==> src/rtl/dmem_arbiter_if.sv <==
// Bundle of the requester-side, response and data-memory signals around dmem_arbiter.
// The arbiter uses the slave view; the requesters plus the memory wrapper use the master view.
interface dmem_arbiter_if #(
  parameter int WIDTH = 32
);
  logic [1:0]         req_valid;
  logic [1:0]         req_ready;
  logic [1:0]         req_we;
  logic [3:0]         req_size;
  logic [1:0]         req_unsigned;
  logic [2*WIDTH-1:0] req_addr;
  logic [2*WIDTH-1:0] req_wdata;
  logic [1:0]         resp_valid;
  logic               resp_err;
  logic [WIDTH-1:0]   resp_rdata;
  logic               mem_read;
  logic               mem_write;
  logic [WIDTH-1:0]   mem_addr;
  logic [3:0]         mem_byteen;
  logic [WIDTH-1:0]   mem_wdata;
  logic [WIDTH-1:0]   mem_rdata;

  modport master (
    output req_valid, req_we, req_size, req_unsigned, req_addr, req_wdata, mem_rdata,
    input  req_ready, resp_valid, resp_err, resp_rdata,
           mem_read, mem_write, mem_addr, mem_byteen, mem_wdata
  );

  modport slave (
    input  req_valid, req_we, req_size, req_unsigned, req_addr, req_wdata, mem_rdata,
    output req_ready, resp_valid, resp_err, resp_rdata,
           mem_read, mem_write, mem_addr, mem_byteen, mem_wdata
  );
endinterface

==> src/rtl/dmem_arbiter.sv <==
// Round-robin arbiter sharing one data-memory port between the core (port 0) and debug/DMA (port 1),
// with alignment checking, byte-lane mapping of stores and extension of returned load data.
module dmem_arbiter #(
  parameter int WIDTH    = 32,
  parameter bit RST_PRIO = 1'b0
) (
  input logic           clk,
  input logic           rst_n,
  dmem_arbiter_if.slave bus
);

  localparam logic [1:0] SIZE_BYTE = 2'b00;
  localparam logic [1:0] SIZE_HALF = 2'b01;
  localparam logic [1:0] SIZE_WORD = 2'b10;

  logic             last_grant;
  logic             grant_any;
  logic             grant_port;
  logic             sel_we;
  logic             sel_unsigned;
  logic [1:0]       sel_size;
  logic [1:0]       sel_off;
  logic [WIDTH-1:0] sel_addr;
  logic [WIDTH-1:0] sel_wdata;
  logic             sel_err;
  logic [3:0]       base_en;

  logic             pend_valid;
  logic             pend_port;
  logic             pend_unsigned;
  logic             pend_we;
  logic             pend_err;
  logic [1:0]       pend_size;
  logic [1:0]       pend_off;

  logic [WIDTH-1:0] rdata_shift;
  logic [WIDTH-1:0] rdata_ext;
  logic             sign_bit;

  // Under contention the port that did not win last time gets the slot.
  always_comb begin
    grant_any  = rst_n && (bus.req_valid != 2'b00);
    grant_port = 1'b0;
    case (bus.req_valid)
      2'b01:   grant_port = 1'b0;
      2'b10:   grant_port = 1'b1;
      2'b11:   grant_port = ~last_grant;
      default: grant_port = 1'b0;
    endcase
  end

  always_comb begin
    sel_we       = bus.req_we[grant_port];
    sel_unsigned = bus.req_unsigned[grant_port];
    sel_size     = grant_port ? bus.req_size[3:2] : bus.req_size[1:0];
    sel_addr     = grant_port ? bus.req_addr[2*WIDTH-1:WIDTH] : bus.req_addr[WIDTH-1:0];
    sel_wdata    = grant_port ? bus.req_wdata[2*WIDTH-1:WIDTH] : bus.req_wdata[WIDTH-1:0];
    sel_off      = sel_addr[1:0];
    sel_err      = 1'b1;
    base_en      = 4'b0000;
    case (sel_size)
      SIZE_BYTE: begin sel_err = 1'b0;               base_en = 4'b0001; end
      SIZE_HALF: begin sel_err = sel_off[0];         base_en = 4'b0011; end
      SIZE_WORD: begin sel_err = (sel_off != 2'b00); base_en = 4'b1111; end
      default:   begin sel_err = 1'b1;               base_en = 4'b0000; end
    endcase
  end

  // Erroneous requests are still accepted but never reach the memory.
  always_comb begin
    bus.req_ready  = 2'b00;
    bus.mem_read   = 1'b0;
    bus.mem_write  = 1'b0;
    bus.mem_addr   = '0;
    bus.mem_byteen = 4'b0000;
    bus.mem_wdata  = '0;
    if (grant_any) begin
      bus.req_ready = grant_port ? 2'b10 : 2'b01;
      if (!sel_err) begin
        bus.mem_read   = ~sel_we;
        bus.mem_write  = sel_we;
        bus.mem_addr   = {sel_addr[WIDTH-1:2], 2'b00};
        bus.mem_byteen = base_en << sel_off;
        bus.mem_wdata  = sel_wdata << {sel_off, 3'b000};
      end
    end
  end

  always_ff @(posedge clk or negedge rst_n) begin
    if (!rst_n) begin
      last_grant    <= ~RST_PRIO;
      pend_valid    <= 1'b0;
      pend_port     <= 1'b0;
      pend_unsigned <= 1'b0;
      pend_we       <= 1'b0;
      pend_err      <= 1'b0;
      pend_size     <= 2'b00;
      pend_off      <= 2'b00;
    end else begin
      pend_valid <= grant_any;
      if (grant_any) begin
        last_grant    <= grant_port;
        pend_port     <= grant_port;
        pend_unsigned <= sel_unsigned;
        pend_we       <= sel_we;
        pend_err      <= sel_err;
        pend_size     <= sel_size;
        pend_off      <= sel_off;
      end
    end
  end

  // The memory word arrives one cycle after the strobe; extract the addressed lanes and extend.
  always_comb begin
    rdata_shift = bus.mem_rdata >> {pend_off, 3'b000};
    sign_bit    = 1'b0;
    rdata_ext   = rdata_shift;
    case (pend_size)
      SIZE_BYTE: begin
        sign_bit  = ~pend_unsigned & rdata_shift[7];
        rdata_ext = {{(WIDTH-8){sign_bit}}, rdata_shift[7:0]};
      end
      SIZE_HALF: begin
        sign_bit  = ~pend_unsigned & rdata_shift[15];
        rdata_ext = {{(WIDTH-16){sign_bit}}, rdata_shift[15:0]};
      end
      default: rdata_ext = rdata_shift;
    endcase
  end

  always_comb begin
    bus.resp_valid = 2'b00;
    bus.resp_err   = 1'b0;
    bus.resp_rdata = '0;
    if (pend_valid) begin
      bus.resp_valid = pend_port ? 2'b10 : 2'b01;
      bus.resp_err   = pend_err;
      if (!pend_we && !pend_err) begin
        bus.resp_rdata = rdata_ext;
      end
    end
  end

endmodule

==> src/flat_wrapper.sv <==
// flat-port wrapper written by rule: the top's interface ports become plain ports
module dmem_arbiter_flat 
#(
  parameter int WIDTH    = 32,
  parameter bit RST_PRIO = 1'b0
)
  (clk, rst_n, bus_req_valid, bus_req_we, bus_req_size, bus_req_unsigned, bus_req_addr, bus_req_wdata, bus_mem_rdata, bus_req_ready, bus_resp_valid, bus_resp_err, bus_resp_rdata, bus_mem_read, bus_mem_write, bus_mem_addr, bus_mem_byteen, bus_mem_wdata);
  dmem_arbiter_if #(.WIDTH(WIDTH)) bus_i ();
  input logic clk;
  input logic rst_n;
  input wire logic [$bits(bus_i.req_valid)-1:0] bus_req_valid;
  input wire logic [$bits(bus_i.req_we)-1:0] bus_req_we;
  input wire logic [$bits(bus_i.req_size)-1:0] bus_req_size;
  input wire logic [$bits(bus_i.req_unsigned)-1:0] bus_req_unsigned;
  input wire logic [$bits(bus_i.req_addr)-1:0] bus_req_addr;
  input wire logic [$bits(bus_i.req_wdata)-1:0] bus_req_wdata;
  input wire logic [$bits(bus_i.mem_rdata)-1:0] bus_mem_rdata;
  output wire logic [$bits(bus_i.req_ready)-1:0] bus_req_ready;
  output wire logic [$bits(bus_i.resp_valid)-1:0] bus_resp_valid;
  output wire logic [$bits(bus_i.resp_err)-1:0] bus_resp_err;
  output wire logic [$bits(bus_i.resp_rdata)-1:0] bus_resp_rdata;
  output wire logic [$bits(bus_i.mem_read)-1:0] bus_mem_read;
  output wire logic [$bits(bus_i.mem_write)-1:0] bus_mem_write;
  output wire logic [$bits(bus_i.mem_addr)-1:0] bus_mem_addr;
  output wire logic [$bits(bus_i.mem_byteen)-1:0] bus_mem_byteen;
  output wire logic [$bits(bus_i.mem_wdata)-1:0] bus_mem_wdata;
  assign bus_i.req_valid = bus_req_valid;
  assign bus_i.req_we = bus_req_we;
  assign bus_i.req_size = bus_req_size;
  assign bus_i.req_unsigned = bus_req_unsigned;
  assign bus_i.req_addr = bus_req_addr;
  assign bus_i.req_wdata = bus_req_wdata;
  assign bus_i.mem_rdata = bus_mem_rdata;
  assign bus_req_ready = bus_i.req_ready;
  assign bus_resp_valid = bus_i.resp_valid;
  assign bus_resp_err = bus_i.resp_err;
  assign bus_resp_rdata = bus_i.resp_rdata;
  assign bus_mem_read = bus_i.mem_read;
  assign bus_mem_write = bus_i.mem_write;
  assign bus_mem_addr = bus_i.mem_addr;
  assign bus_mem_byteen = bus_i.mem_byteen;
  assign bus_mem_wdata = bus_i.mem_wdata;
  dmem_arbiter #(.WIDTH(WIDTH), .RST_PRIO(RST_PRIO)) u_core (.clk(clk), .rst_n(rst_n), .bus(bus_i));
endmodule
==> config.mk <==
export PLATFORM = sky130hd
export DESIGN_NAME = dmem_arbiter_flat
export DESIGN_NICKNAME = d
export VERILOG_FILES = /design/src/rtl/dmem_arbiter_if.sv /design/src/rtl/dmem_arbiter.sv /design/src/flat_wrapper.sv
export SDC_FILE = /design/constraint.sdc
export NUM_CORES = 1
export LEC_CHECK = 0
export BUFFER_PORTS_ARGS = -buffer_cell sky130_fd_sc_hd__buf_2
export CORE_AREA = 2 2 107 109
export CTS_BUF_LIST = sky130_fd_sc_hd__clkbuf_2 sky130_fd_sc_hd__clkbuf_4 sky130_fd_sc_hd__clkbuf_8
export DETAILED_ROUTE_END_ITERATION = 10
export DIE_AREA = 0 0 109 111
export GPL_ROUTABILITY_DRIVEN = 0
export PLACE_DENSITY = 0.64
export SYNTH_ARGS = -nofsm -noshare
export SYNTH_HDL_FRONTEND = slang
export SYNTH_SLANG_ARGS = --single-unit
==> constraint.sdc <==
create_clock -name clk -period 7.9 [get_ports clk]
set_input_delay 1.58 -clock clk [delete_from_list [all_inputs] [get_ports clk]]
set_output_delay 1.58 -clock clk [all_outputs]
set_load 0.02 [all_outputs]
-- Word level (Yosys, flattened, before mapping)
Cells that the tools add are included.
W data, S select, Z words.
- shift operators: 3
- reduce and logical (&&, ||, !) cells: 8
- add/subtract/negate cells: 0
- order comparisons: 1
- mux-type cells: 28
- $mul: 0
- equality and inequality tests: 5
- div/mod/pow operators: 0
- bitwise gates (word level): 5
- operators with widths (cell ; number):
    $mux W32 ; 8
    $pmux W32 S2 ; 1
    $shl A32 B5 Y32 ; 1
    $shr A32 B5 Y32 ; 1
    $pmux W4 S3 ; 1
    $mux W2 ; 5
    $mux W1 ; 9
    $mux W4 ; 2
    $eq A2 B2 Y1 const B ; 3
    $eq A2 B1 Y1 const B ; 2
    $logic_not A2 Y1 ; 2
    $reduce_bool A2 Y1 ; 2
    $shl A4 B2 Y4 ; 1
    $not A1 Y1 ; 3
    $pmux W1 S3 ; 1
    $and A1 B1 Y1 ; 2
    $logic_and A1 B1 Y1 ; 2
    $logic_not A1 Y1 ; 2
    $lt A1 B2 Y1 const B ; 1
    $pmux W1 S2 ; 1
- memories: 0
- latch bits: 0
- register bits: 10
- ROM bits: 0
- bits in writable memories: 0

-- Longest topological paths before layout
- depth in word-level cells: 8
- depth in mapped cells: 11

-- Least setup slack after synthesis
Ideal clock, no wire load.
- path type: input to output
- start: input port bus_req_valid[1]
- end: output port bus_mem_read
- data arrival time: 3960 ps
- path slack: 2360 ps
- stages: 11
- data required time: 6320 ps
- cell sequence: a21boi_2 -> buf_2 -> buf_2 -> mux2i_1 -> inv_1 -> ha_1 -> buf_1 -> nor2_1 -> nand3_1 -> buf_2 -> a21boi_0
- word-level cells in the longest chain between the ends: 7
- elaborated cells on any way between the ends: 17
- RTL lines (what ; line ; text):
    start, declared ; flat_wrapper.sv:11 ; input wire logic [$bits(bus_i.req_valid)-1:0] bus_req_valid;
    $eq A2 B2 Y1 ; dmem_arbiter.sv:44 ; case (bus.req_valid)
    $pmux W1 S2 (*) ; dmem_arbiter.sv:44 ;
    $mux W2 (*) ; dmem_arbiter.sv:55 ; sel_size = grant_port ? bus.req_size[3:2] : bus.req_size[1:0];
    named net u_core.sel_size[0] ; dmem_arbiter.sv:21 ; logic [1:0] sel_size;
    $eq A2 B2 Y1, or another cell as far along ; dmem_arbiter.sv:61 ; case (sel_size)
    $pmux W1 S3 (*) ; dmem_arbiter.sv:61 ;
    $mux W1 (*) ; dmem_arbiter.sv:79 ; if (!sel_err) begin
    $mux W1 (*) ; dmem_arbiter.sv:77 ; if (grant_any) begin
    end, declared ; flat_wrapper.sv:22 ; output wire logic [$bits(bus_i.mem_read)-1:0] bus_mem_read;
The timed path passes the listed nets; every way through them passes the cells marked *. The select of a mux whose other input is x is not followed.

-- Final worst setup path
- start: input port bus_req_valid[1]
- end: output port bus_mem_byteen[2]
- word-level cells in the longest chain between the ends: 8
- elaborated cells on any way between the ends: 16
- RTL lines (what ; line ; text):
    $eq A2 B2 Y1 ; dmem_arbiter.sv:44 ;
    $pmux W1 S2 ; dmem_arbiter.sv:44 ;
    $mux W2 ; dmem_arbiter.sv:55 ;
    $eq A2 B2 Y1, or another cell as far along ; dmem_arbiter.sv:61 ;
    $pmux W4 S3 ; dmem_arbiter.sv:61 ;
    $shl A4 B2 Y4 ; dmem_arbiter.sv:83 ; bus.mem_byteen = base_en << sel_off;
    $mux W4 ; dmem_arbiter.sv:79 ;
    $mux W4 (*) ; dmem_arbiter.sv:77 ;
    end, declared ; flat_wrapper.sv:25 ; output wire logic [$bits(bus_i.mem_byteen)-1:0] bus_mem_byteen;
Every way passes the cells marked *; elsewhere a longest branch is shown, timed or not.

==> flow_metrics.env <==
export IMPL_cts_hold_buf=0
export IMPL_clock_skew_final_ns=0.001865
export IMPL_tightest_slew_ns=1.230
export IMPL_antenna_found_initial=0
export IMPL_drt_wl_total_mm=13.54
export IMPL_drv_slew=0
export IMPL_min_period_ns=6.009
export IMPL_cts_setup_buffers=0
export IMPL_synth_edff_count=0
export IMPL_crit_chain="buf_2 -> a21boi_4 -> buf_4 -> mux2i_1 -> nand3_1 -> a22oi_1 -> buf_2"
export IMPL_final_nets=845
export IMPL_grt_max_degree=57
export IMPL_worst_setup_path_type="in -> out"
export IMPL_worstHoldEndpoint="u_core.pend_off[0]"
export IMPL_ys_seq_area_share_pct=7.788
export IMPL_avgSynthCellArea_um2=7.441
export IMPL_grt_pass1_wl_mm=20.71
export IMPL_slowest_delay_ns=0.84
export IMPL_setup_viol=0
export IMPL_synth_area_leaders="mux2i_1, a211oi_1, a22oi_1"
export IMPL_htreeDepth=1
export IMPL_synth_warnings=0
export IMPL_r2r_slack_ns=5.02
export IMPL_syn2layout_area_growth_pct=44.75
export IMPL_grt_overflow_total=0
export IMPL_crit_fanout=56
export IMPL_endpoint_kind="output port"
export IMPL_synthArstFlopShare_pct=100.0
export IMPL_finalSetupTns_ns=0
export IMPL_r2r_start="u_core.last_grant"
export IMPL_p_per_area_nw_per_um2=104.0
export IMPL_path_common_cell="buf_2"
export IMPL_coreArea_um2=11080
export IMPL_netlist_area_um2=3229
export IMPL_cts_buffers=3
export IMPL_die_y_um=111
export IMPL_insertion_delay_ns=0.23
export IMPL_cp_start_kind="input port"
export IMPL_post_cts_resized=0
export IMPL_cts_sinks=10
export IMPL_drive_gt1_share_pct=46.86
export IMPL_required_ns=6.32
export IMPL_track_usage_pct=20.74
export IMPL_pin_count=279
export IMPL_slowest_stage="nand3_1"
export IMPL_hp_class="reg -> reg"
export IMPL_rsz0062_at_grt="false"
export IMPL_grt_pass1_vias=4234
export IMPL_hold_viol_final=0
export IMPL_max_freq_mhz=166.4
export IMPL_synth_cell_types=40
export IMPL_reg2reg_depth=5
export IMPL_antenna_cells=0
export IMPL_rows=39
export IMPL_synth_top_cell_area_share_pct=26.66
export IMPL_cts_path_max_buffers=2
export IMPL_vias=4330
export IMPL_detail_route_iter0_violations=281
export IMPL_port_buffers=276
export IMPL_hold_ws_ns=0.4789
export IMPL_p_leak_nw=2.555
export IMPL_critPathArrivalTime_ns=4.43
export IMPL_ant_nets=0
export IMPL_die_area_um2=12100
export IMPL_drc=0
export IMPL_path_clk_slew_ns=0.05
export IMPL_hp_start="u_core.pend_off[0]"
export IMPL_synth_top_cell_by_area="mux2i_1"
export IMPL_relSlewSlack_pct=17.94
export IMPL_status="completed"
export IMPL_die_w_um=109
export IMPL_maxCapViolCount=0
export IMPL_vdd_drop_max_mv=0.05875
export IMPL_r2r_end="u_core.pend_err"
export IMPL_cts_tree="done"
export IMPL_synthCells=434
export IMPL_synth_ff_type="dfrtp_1"
export IMPL_fillers=1158
export IMPL_via_per_inst=5.339
export IMPL_dpl_hpwl_mm=10.53
export IMPL_cts_root_buffer="clkbuf_8"
export IMPL_period_share_pct=76.07
export IMPL_ys_seq_elements=10
export IMPL_min_path_cells=2
export IMPL_drt_pre_antenna_iters=6
export IMPL_wire_per_inst_um=16.69
export IMPL_initial_utilization_pct=29.15
state kept, by name, summed over array words and instances (netlist names):
signal and cells:
u_core.pend_port 1, u_core.pend_valid 1, u_core.pend_unsigned 1, u_core.pend_size 2, u_core.pend_off 2, u_core.pend_we 1, u_core.last_grant 1, u_core.pend_err 1
worst max path at each step:
stage / endpoint / cells past startpoint / start
final: bus_mem_byteen[2] / 7 / bus_req_valid[1]
after global routing: bus_mem_byteen[2] / 7 / bus_req_valid[1]
after CTS: bus_mem_byteen[2] / 7 / bus_req_valid[1]
after detailed placement: bus_mem_byteen[2] / 7 / bus_req_valid[1]
after global placement: bus_mem_byteen[2] / 7 / bus_req_valid[1]
after floorplan: bus_mem_read / 11 / bus_req_valid[1]
cell type report:
type	instances	area, um^2	area share [%]
Clock buffer	4	55.05	1.178
Sequential cell	10	251.5	5.380
Timing Repair Buffer	282	1426	30.51
Multi-Input combinational cell	367	2744	58.70
Inverter	5	18.77	0.4015
Tap cell	143	178.9	3.828
Yosys cell counts, drive strengths merged, types with 2 or more instances:
master / count
mux2i: 86
a211oi: 44
a22oi: 40
nand2: 37
clkbuf: 32
a21oi: 25
o21ai: 22
buf: 21
mux2: 19
nor2b: 18
a21o: 12
nor2: 11
and2: 10
nand3: 10
dfrtp: 9
o211ai: 9
inv: 5
ha: 4
a21boi: 2
nand2b: 2
or3: 2
or3b: 2
layer usage:
layer	track usage, %	part of all wire (%)	routed length (um)	up-vias
li1	-	-	-	2113
met1	24.81	39	5235	1997
met2	38.01	52	7074	202
met3	2.469	7.7	1041	18
met4	5.897	1.4	187	0
met5	0	0	0	-
cells by family after synthesis:
group | count (synthesis) | share of synthesized area [%]
buffers and inverters | 58 | 7.672
adders and majority gates | 4 | 1.550
and+or+nand+nor | 96 | 15.19
muxes | 106 | 33.98
other | 1 | 0.1161
AOI/OAI and AO/OA | 159 | 33.71
DFF | 10 | 7.788
critical path, delay by kind of cell:
family          cells  cell delay [ns]
compound gates      2             0.78
buf+inv             3             0.90
mux                 1             0.30
simple gates        1             0.84
through the flow:
step                      utilization (%)  setup slack (ns)  total power [mW]  instance area, um^2  instances
after floorplan                         -             2.360            0.3017                 3233        435
after global placement              41.70             1.941            0.4164                 4619        807
after detailed placement            41.70             1.880            0.4240                 4619        807
after CTS                           42.20             1.871            0.4886                 4674        811
after global routing                42.20             1.679            0.5230                 4674        811
final                               42.20             1.891            0.4862                 4674        811
report_power, final:
part           switching (mW)  internal (mW)
logic                   0.210          0.143
clock network          0.0188         0.0437
registers              0.0125         0.0589
total                   0.241          0.245
placed cells by master, fill, tap and decap left out, drive strengths merged, types with 2 or more instances in the layout:
cell and instances:
a21o 12, mux2 19, a211oi 44, or3 2, o211ai 9, clkbuf 4, and2 10, o21ai 22
dfrtp 9, inv 5, a22oi 40, a21oi 25, conb 2, nor2b 18, ha 4, nor2 11
nand2b 2, mux2i 86, buf 282, nand3 10, a21boi 2, nand2 37, or3b 2
(Power assumes the default switching activity.)
